File: config.mk
export PLATFORM = sky130hd
export DESIGN_NAME = instr_fetch_seq
export DESIGN_NICKNAME = d
export VERILOG_FILES = /design/src/rtl/instr_fetch_seq.sv
export SDC_FILE = /design/constraint.sdc
export NUM_CORES = 1
export LEC_CHECK = 0
export CAP_MARGIN = 0
export CORE_MARGIN = 5
export CORE_UTILIZATION = 45
export DETAILED_ROUTE_END_ITERATION = 16
export GPL_TIMING_DRIVEN = 0
export PLACE_DENSITY = 0.88
export SYNTH_ARGS = -nofsm -noshare
export SYNTH_HDL_FRONTEND = slang
export SYNTH_SLANG_ARGS = --single-unit
File: constraint.sdc
create_clock -name clk_i -period 3.4 [get_ports clk_i]
set_input_delay 0.51 -clock clk_i [delete_from_list [all_inputs] [get_ports clk_i]]
set_output_delay 0.51 -clock clk_i [all_outputs]
set_load 0.005 [all_outputs]
File: src/rtl/instr_fetch_seq.sv
// Instruction fetch/sequencing unit: owns the PC, fetches 16-bit words over a req/ack handshake,
// splits them into decoder fields and applies ldpc/halt. Optional fetch timeout: FETCH_TIMEOUT_EN.
module instr_fetch_seq #(
  parameter int unsigned     PC_W        = 8,
  parameter logic [PC_W-1:0] RESET_PC    = {PC_W{1'b0}},
  parameter int unsigned     TIMEOUT_CYC = 15
) (
  input  logic            clk_i,
  input  logic            rst_i,
  input  logic            start_i,
  output logic            imem_req_o,
  output logic [PC_W-1:0] imem_addr_o,
  input  logic            imem_ack_i,
  input  logic [15:0]     imem_rdata_i,
  output logic [2:0]      opcode_o,
  output logic [1:0]      rd_o,
  output logic [1:0]      rs_o,
  output logic [1:0]      rt_o,
  output logic [7:0]      imm_o,
  output logic            instr_valid_o,
  input  logic            ldpc_i,
  input  logic            halt_i,
  output logic [PC_W-1:0] pc_o,
  output logic            halted_o,
  output logic            fault_o
);

  typedef enum logic [1:0] {
    IDLE   = 2'd0,
    FETCH  = 2'd1,
    EXEC   = 2'd2,
    HALTED = 2'd3
  } state_e;

  localparam logic [PC_W-1:0] PC_ONE = {{(PC_W-1){1'b0}}, 1'b1};

  state_e          state_q, state_d;
  logic [PC_W-1:0] pc_q, pc_d;
  logic            req_q, req_d;
  logic            valid_q, valid_d;
  logic            halted_q, halted_d;
  logic            fault_q, fault_d;
  logic [2:0]      opcode_q, opcode_d;
  logic [1:0]      rd_q, rd_d;
  logic [1:0]      rs_q, rs_d;
  logic [1:0]      rt_q, rt_d;
  logic [7:0]      imm_q, imm_d;

`ifdef FETCH_TIMEOUT_EN
  localparam int unsigned CNT_W = (TIMEOUT_CYC > 1) ? $clog2(TIMEOUT_CYC) : 1;
  localparam logic [CNT_W-1:0] CNT_LAST = CNT_W'(TIMEOUT_CYC - 1);
  logic [CNT_W-1:0] cnt_q, cnt_d;
`endif

  // State register and all registered outputs
  always_ff @(posedge clk_i) begin
    if (rst_i) begin
      state_q  <= IDLE;
      pc_q     <= RESET_PC;
      req_q    <= 1'b0;
      valid_q  <= 1'b0;
      halted_q <= 1'b0;
      fault_q  <= 1'b0;
      opcode_q <= 3'd0;
      rd_q     <= 2'd0;
      rs_q     <= 2'd0;
      rt_q     <= 2'd0;
      imm_q    <= 8'd0;
`ifdef FETCH_TIMEOUT_EN
      cnt_q    <= {CNT_W{1'b0}};
`endif
    end else begin
      state_q  <= state_d;
      pc_q     <= pc_d;
      req_q    <= req_d;
      valid_q  <= valid_d;
      halted_q <= halted_d;
      fault_q  <= fault_d;
      opcode_q <= opcode_d;
      rd_q     <= rd_d;
      rs_q     <= rs_d;
      rt_q     <= rt_d;
      imm_q    <= imm_d;
`ifdef FETCH_TIMEOUT_EN
      cnt_q    <= cnt_d;
`endif
    end
  end

  // Next-state and next-output logic; req/valid are computed for the state being entered
  always_comb begin
    state_d  = state_q;
    pc_d     = pc_q;
    req_d    = 1'b0;
    valid_d  = 1'b0;
    halted_d = halted_q;
    fault_d  = fault_q;
    opcode_d = opcode_q;
    rd_d     = rd_q;
    rs_d     = rs_q;
    rt_d     = rt_q;
    imm_d    = imm_q;
`ifdef FETCH_TIMEOUT_EN
    cnt_d    = cnt_q;
`endif
    case (state_q)
      IDLE: begin
        if (start_i) begin
          state_d = FETCH;
          req_d   = 1'b1;
`ifdef FETCH_TIMEOUT_EN
          cnt_d   = {CNT_W{1'b0}};
`endif
        end else begin
          state_d = IDLE;
        end
      end
      FETCH: begin
        if (imem_ack_i) begin
          opcode_d = imem_rdata_i[15:13];
          rd_d     = imem_rdata_i[12:11];
          rs_d     = imem_rdata_i[10:9];
          rt_d     = imem_rdata_i[8:7];
          imm_d    = imem_rdata_i[7:0];
          valid_d  = 1'b1;
          state_d  = EXEC;
`ifdef FETCH_TIMEOUT_EN
        end else if (cnt_q == CNT_LAST) begin
          fault_d  = 1'b1;
          halted_d = 1'b1;
          state_d  = HALTED;
        end else begin
          cnt_d    = cnt_q + {{(CNT_W-1){1'b0}}, 1'b1};
          req_d    = 1'b1;
        end
`else
        end else begin
          req_d    = 1'b1;
        end
`endif
      end
      EXEC: begin
        // halt has priority over a simultaneous branch
        if (halt_i) begin
          halted_d = 1'b1;
          state_d  = HALTED;
        end else begin
          if (ldpc_i) begin
            pc_d = imm_q[PC_W-1:0];
          end else begin
            pc_d = pc_q + PC_ONE;
          end
          req_d   = 1'b1;
          state_d = FETCH;
`ifdef FETCH_TIMEOUT_EN
          cnt_d   = {CNT_W{1'b0}};
`endif
        end
      end
      HALTED: begin
        halted_d = 1'b1;
        state_d  = HALTED;
      end
      default: begin
        state_d = IDLE;
      end
    endcase
`ifndef FETCH_TIMEOUT_EN
    fault_d = 1'b0;
`endif
  end

  assign imem_req_o    = req_q;
  assign imem_addr_o   = pc_q;
  assign pc_o          = pc_q;
  assign instr_valid_o = valid_q;
  assign halted_o      = halted_q;
  assign fault_o       = fault_q;
  assign opcode_o      = opcode_q;
  assign rd_o          = rd_q;
  assign rs_o          = rs_q;
  assign rt_o          = rt_q;
  assign imm_o         = imm_q;

endmodule

==> impl_results.md <==
* Status: completed
* Synthesis-stage register bit count at 29
* Final period utilization at 56.7%
* Total grt overflow at 0
* Seq/Total Area, Yosys at 42.5%
* I/O Buffers at 55
* Worst path required time at 2890 ps
* Post-synth top flop: dfxtp_1
* Worst Path Arrival at 1420 ps
* Clock latency on the worst-skew pair at 320 ps
* Crit. End Element: output pin
* Clk root buf: clkbuf_4
* Post-CTS Hold Buffers at 0
* Post-synth EDFFs at 0
* I/O pin count at 59
* Finished Layout Cells at 256
* Avg WL per Cell at 13.0 um
* Initial DRC count at 45
* Nets at 245
* DP Area at 1960 sq um
* Kind of critical path: reg2out
* Mapped Nets at 183
* Design Area, Final at 2010 sq um
* Most instantiated cells after synthesis: nand2_1 (38), dfxtp_1 (29), a21oi_1 (20), buf_4 (10), nor2_1 (9)
* Post-CTS setup buffers at 0
* First-pass GRT wire length at 5410 um
* Slowest CP cell: clkdlybuf4s50_1
* PwrDens at 335 nW/um^2
* Vias in the first global route at 1242
* Mean post-synth cell area at 8.54 sq um
* Die height at 65.1 um
* RSZ-0062 raised after global routing: false
* Post-synth top area cell: dfxtp_1
* Max frequency at 518 MHz
* CTS sink cnt at 29
* Initial antenna violation count at 0
* Starting Density at 45.9%
* Synth Warn # at 0
* Final core occ at 67.5%
* CTS H-tree lvls at 2
* Final antenna-violating net count at 0
* Most frequent cell after synthesis: nand2_1
* Hold Fails Final Rpt at 0
* Max Cap Violations at 0
* Die width at 65.1 um
* Leakage power at 0.759 nW
* Critical path's largest stage delay at 480 ps
* Synth top area share at 42.5%
* # DRC at 0
* Clock slew seen by the registers of the worst setup and hold paths at 100 ps
* CP Cell Sequence: buf_4 -> clkdlybuf4s50_1
* Final Max Tran Viols at 0
* Top area cells in the synthesized netlist: dfxtp_1 (42%), nand2_1 (10%), a21oi_1 (7.3%), buf_4 (5.5%), buf_6 (4.9%)
* TNS Setup at 0 ps
* VDD IR max at 277 uV
* Die area at 4240 sq um
* Via count at 1325
* Routability cong. at 0.869
* Crit-path max FO at 7
* Cells after DPL at 248
* Longest Clk Path Bufs at 2
* Post-DP HPWL at 2460 um
* Hold WC Path Type: in2reg
* CTS Buf Count at 5
* Vias per cell at 5.18
* Minimum clock period at 1930 ps
* Final wirelength at 3330 um
* P&R area growth vs syn at 47.1%
* GRT Util Overall at 16.5%
* CTS resizes at 0
* Number of diodes at 0
* Async SR Flop Fraction at 0%
* Fraction of layout cells with a size suffix above 1 at 13.9%
* Worst Skew at 6.83 ps
* TritonCTS clock tree: done
* Setup crit start kind: register
* Synth Instances at 160
* Yosys cell types at 36
* Final setup fails at 0
* Largest net degree at the start of global routing at 11
* Core Area at 2980 sq um
* Synth Cell Area at 1370 sq um
* DRT Pass-1 Iters at 4
* # rows at 20
==> stage by stage <==
| step | setup WS (ps) | total power [mW] | hold slack, ps |
|---|---|---|---|
| 2_1_floorplan | 2050 | 0.420 | 453 |
| 3_3_place_gp | 1460 | 0.478 | 441 |
| 3_5_place_dp | 1410 | 0.481 | 449 |
| 4_1_cts | 1460 | 0.680 | 380 |
| 5_1_grt | 1410 | 0.704 | 390 |
| 6_report | 1470 | 0.673 | 390 |
==> cells by family after synthesis <==
kind of cell             share of synthesized area (%)
AND/OR/NAND/NOR                                   21.2
AO/OA/AOI/OAI                                     19.7
flip-flops                                        42.5
buffers and inverters                             13.1
multiplexers                                      2.29
adder cells (fa/ha/maj)                          0.916
other                                            0.274
==> final cells by class <==
class	count	area [sq um]
Sequential cell	29	581
Clock buffer	6	41.3
Buffer	20	160
Timing Repair Buffer	55	551
Clock inverter	2	10.0
Inverter	5	18.8
Tap cell	33	41.3
Multi-Input combinational cell	106	607
Fill cell	251	968
==> power breakdown <==
group	internal [mW]	leakage (nW)	switching, mW
combinational	0.0650	0.492	0.0452
sequential	0.353	0.236	0.00892
clock	0.0786	0.0320	0.122
total	0.497	0.759	0.176
==> per-layer routing <==
metal	up-vias	GRT usage, %	part of all wire [%]
met1	598	18.6	41
met2	58	28.0	48
met4	0	7.77	0.93
li1	665	-	-
met3	4	5.64	10
met5	-	0	0
==> path summary, 6_finish.rpt <==
path,end,startpoint,slack [ps],cells past startpoint
setup / recovery,pc_o[2],imem_addr_o[2],1470,2
hold / removal,imm_o[0],rst_i,390,2
setup reg to reg,imem_addr_o[6],imem_addr_o[0],1930,4
hold reg to reg,rs_o[1],rs_o[1],460,2
==> sequential cells by signal, summed over array words and instances (netlist names), 2 cells and up <==
| register | flops |
|---|---|
| rd_o | 2 |
| state_q | 2 |
| imm_o | 7 |
| opcode_o | 3 |
| rs_o | 2 |
| rt_o | 2 |
| imem_addr_o | 8 |
==> cell usage in the layout, fill, tap and decap left out, drive strengths merged <==
| cell type | netlist | layout |
|---|---|---|
| clkdlybuf4s50 | 0 | 55 |
| nand2 | 38 | 38 |
| dfxtp | 29 | 29 |
| a21oi | 20 | 20 |
| buf | 17 | 17 |
| nor2 | 9 | 9 |
| clkbuf | 3 | 9 |
| inv | 5 | 5 |
| nor3b | 4 | 4 |
| o41ai | 3 | 3 |
| a211o | 3 | 3 |
| o21ai | 3 | 3 |
| mux2i | 2 | 2 |
| nand3 | 2 | 2 |
| o2111a | 2 | 2 |
| nand4 | 2 | 2 |
| a211oi | 2 | 2 |
| a32o | 2 | 2 |
| clkinv | 0 | 2 |
| and2 | 2 | 2 |
| and3b | 1 | 1 |
| nand3b | 1 | 1 |
| o21a | 1 | 1 |
| mux2 | 1 | 1 |
| and3 | 1 | 1 |
| and4 | 1 | 1 |
| a31oi | 1 | 1 |
| a21bo | 1 | 1 |
| o31ai | 1 | 1 |
| a22o | 1 | 1 |
| ha | 1 | 1 |
| conb | 1 | 1 |
==> critical path: cells and delay by family (launching register included) <==
kind,cells,cell delay (ps)
buf+inv,2,630
flops,1,460
No activity file was read; power rests on OpenSTA's default activity.
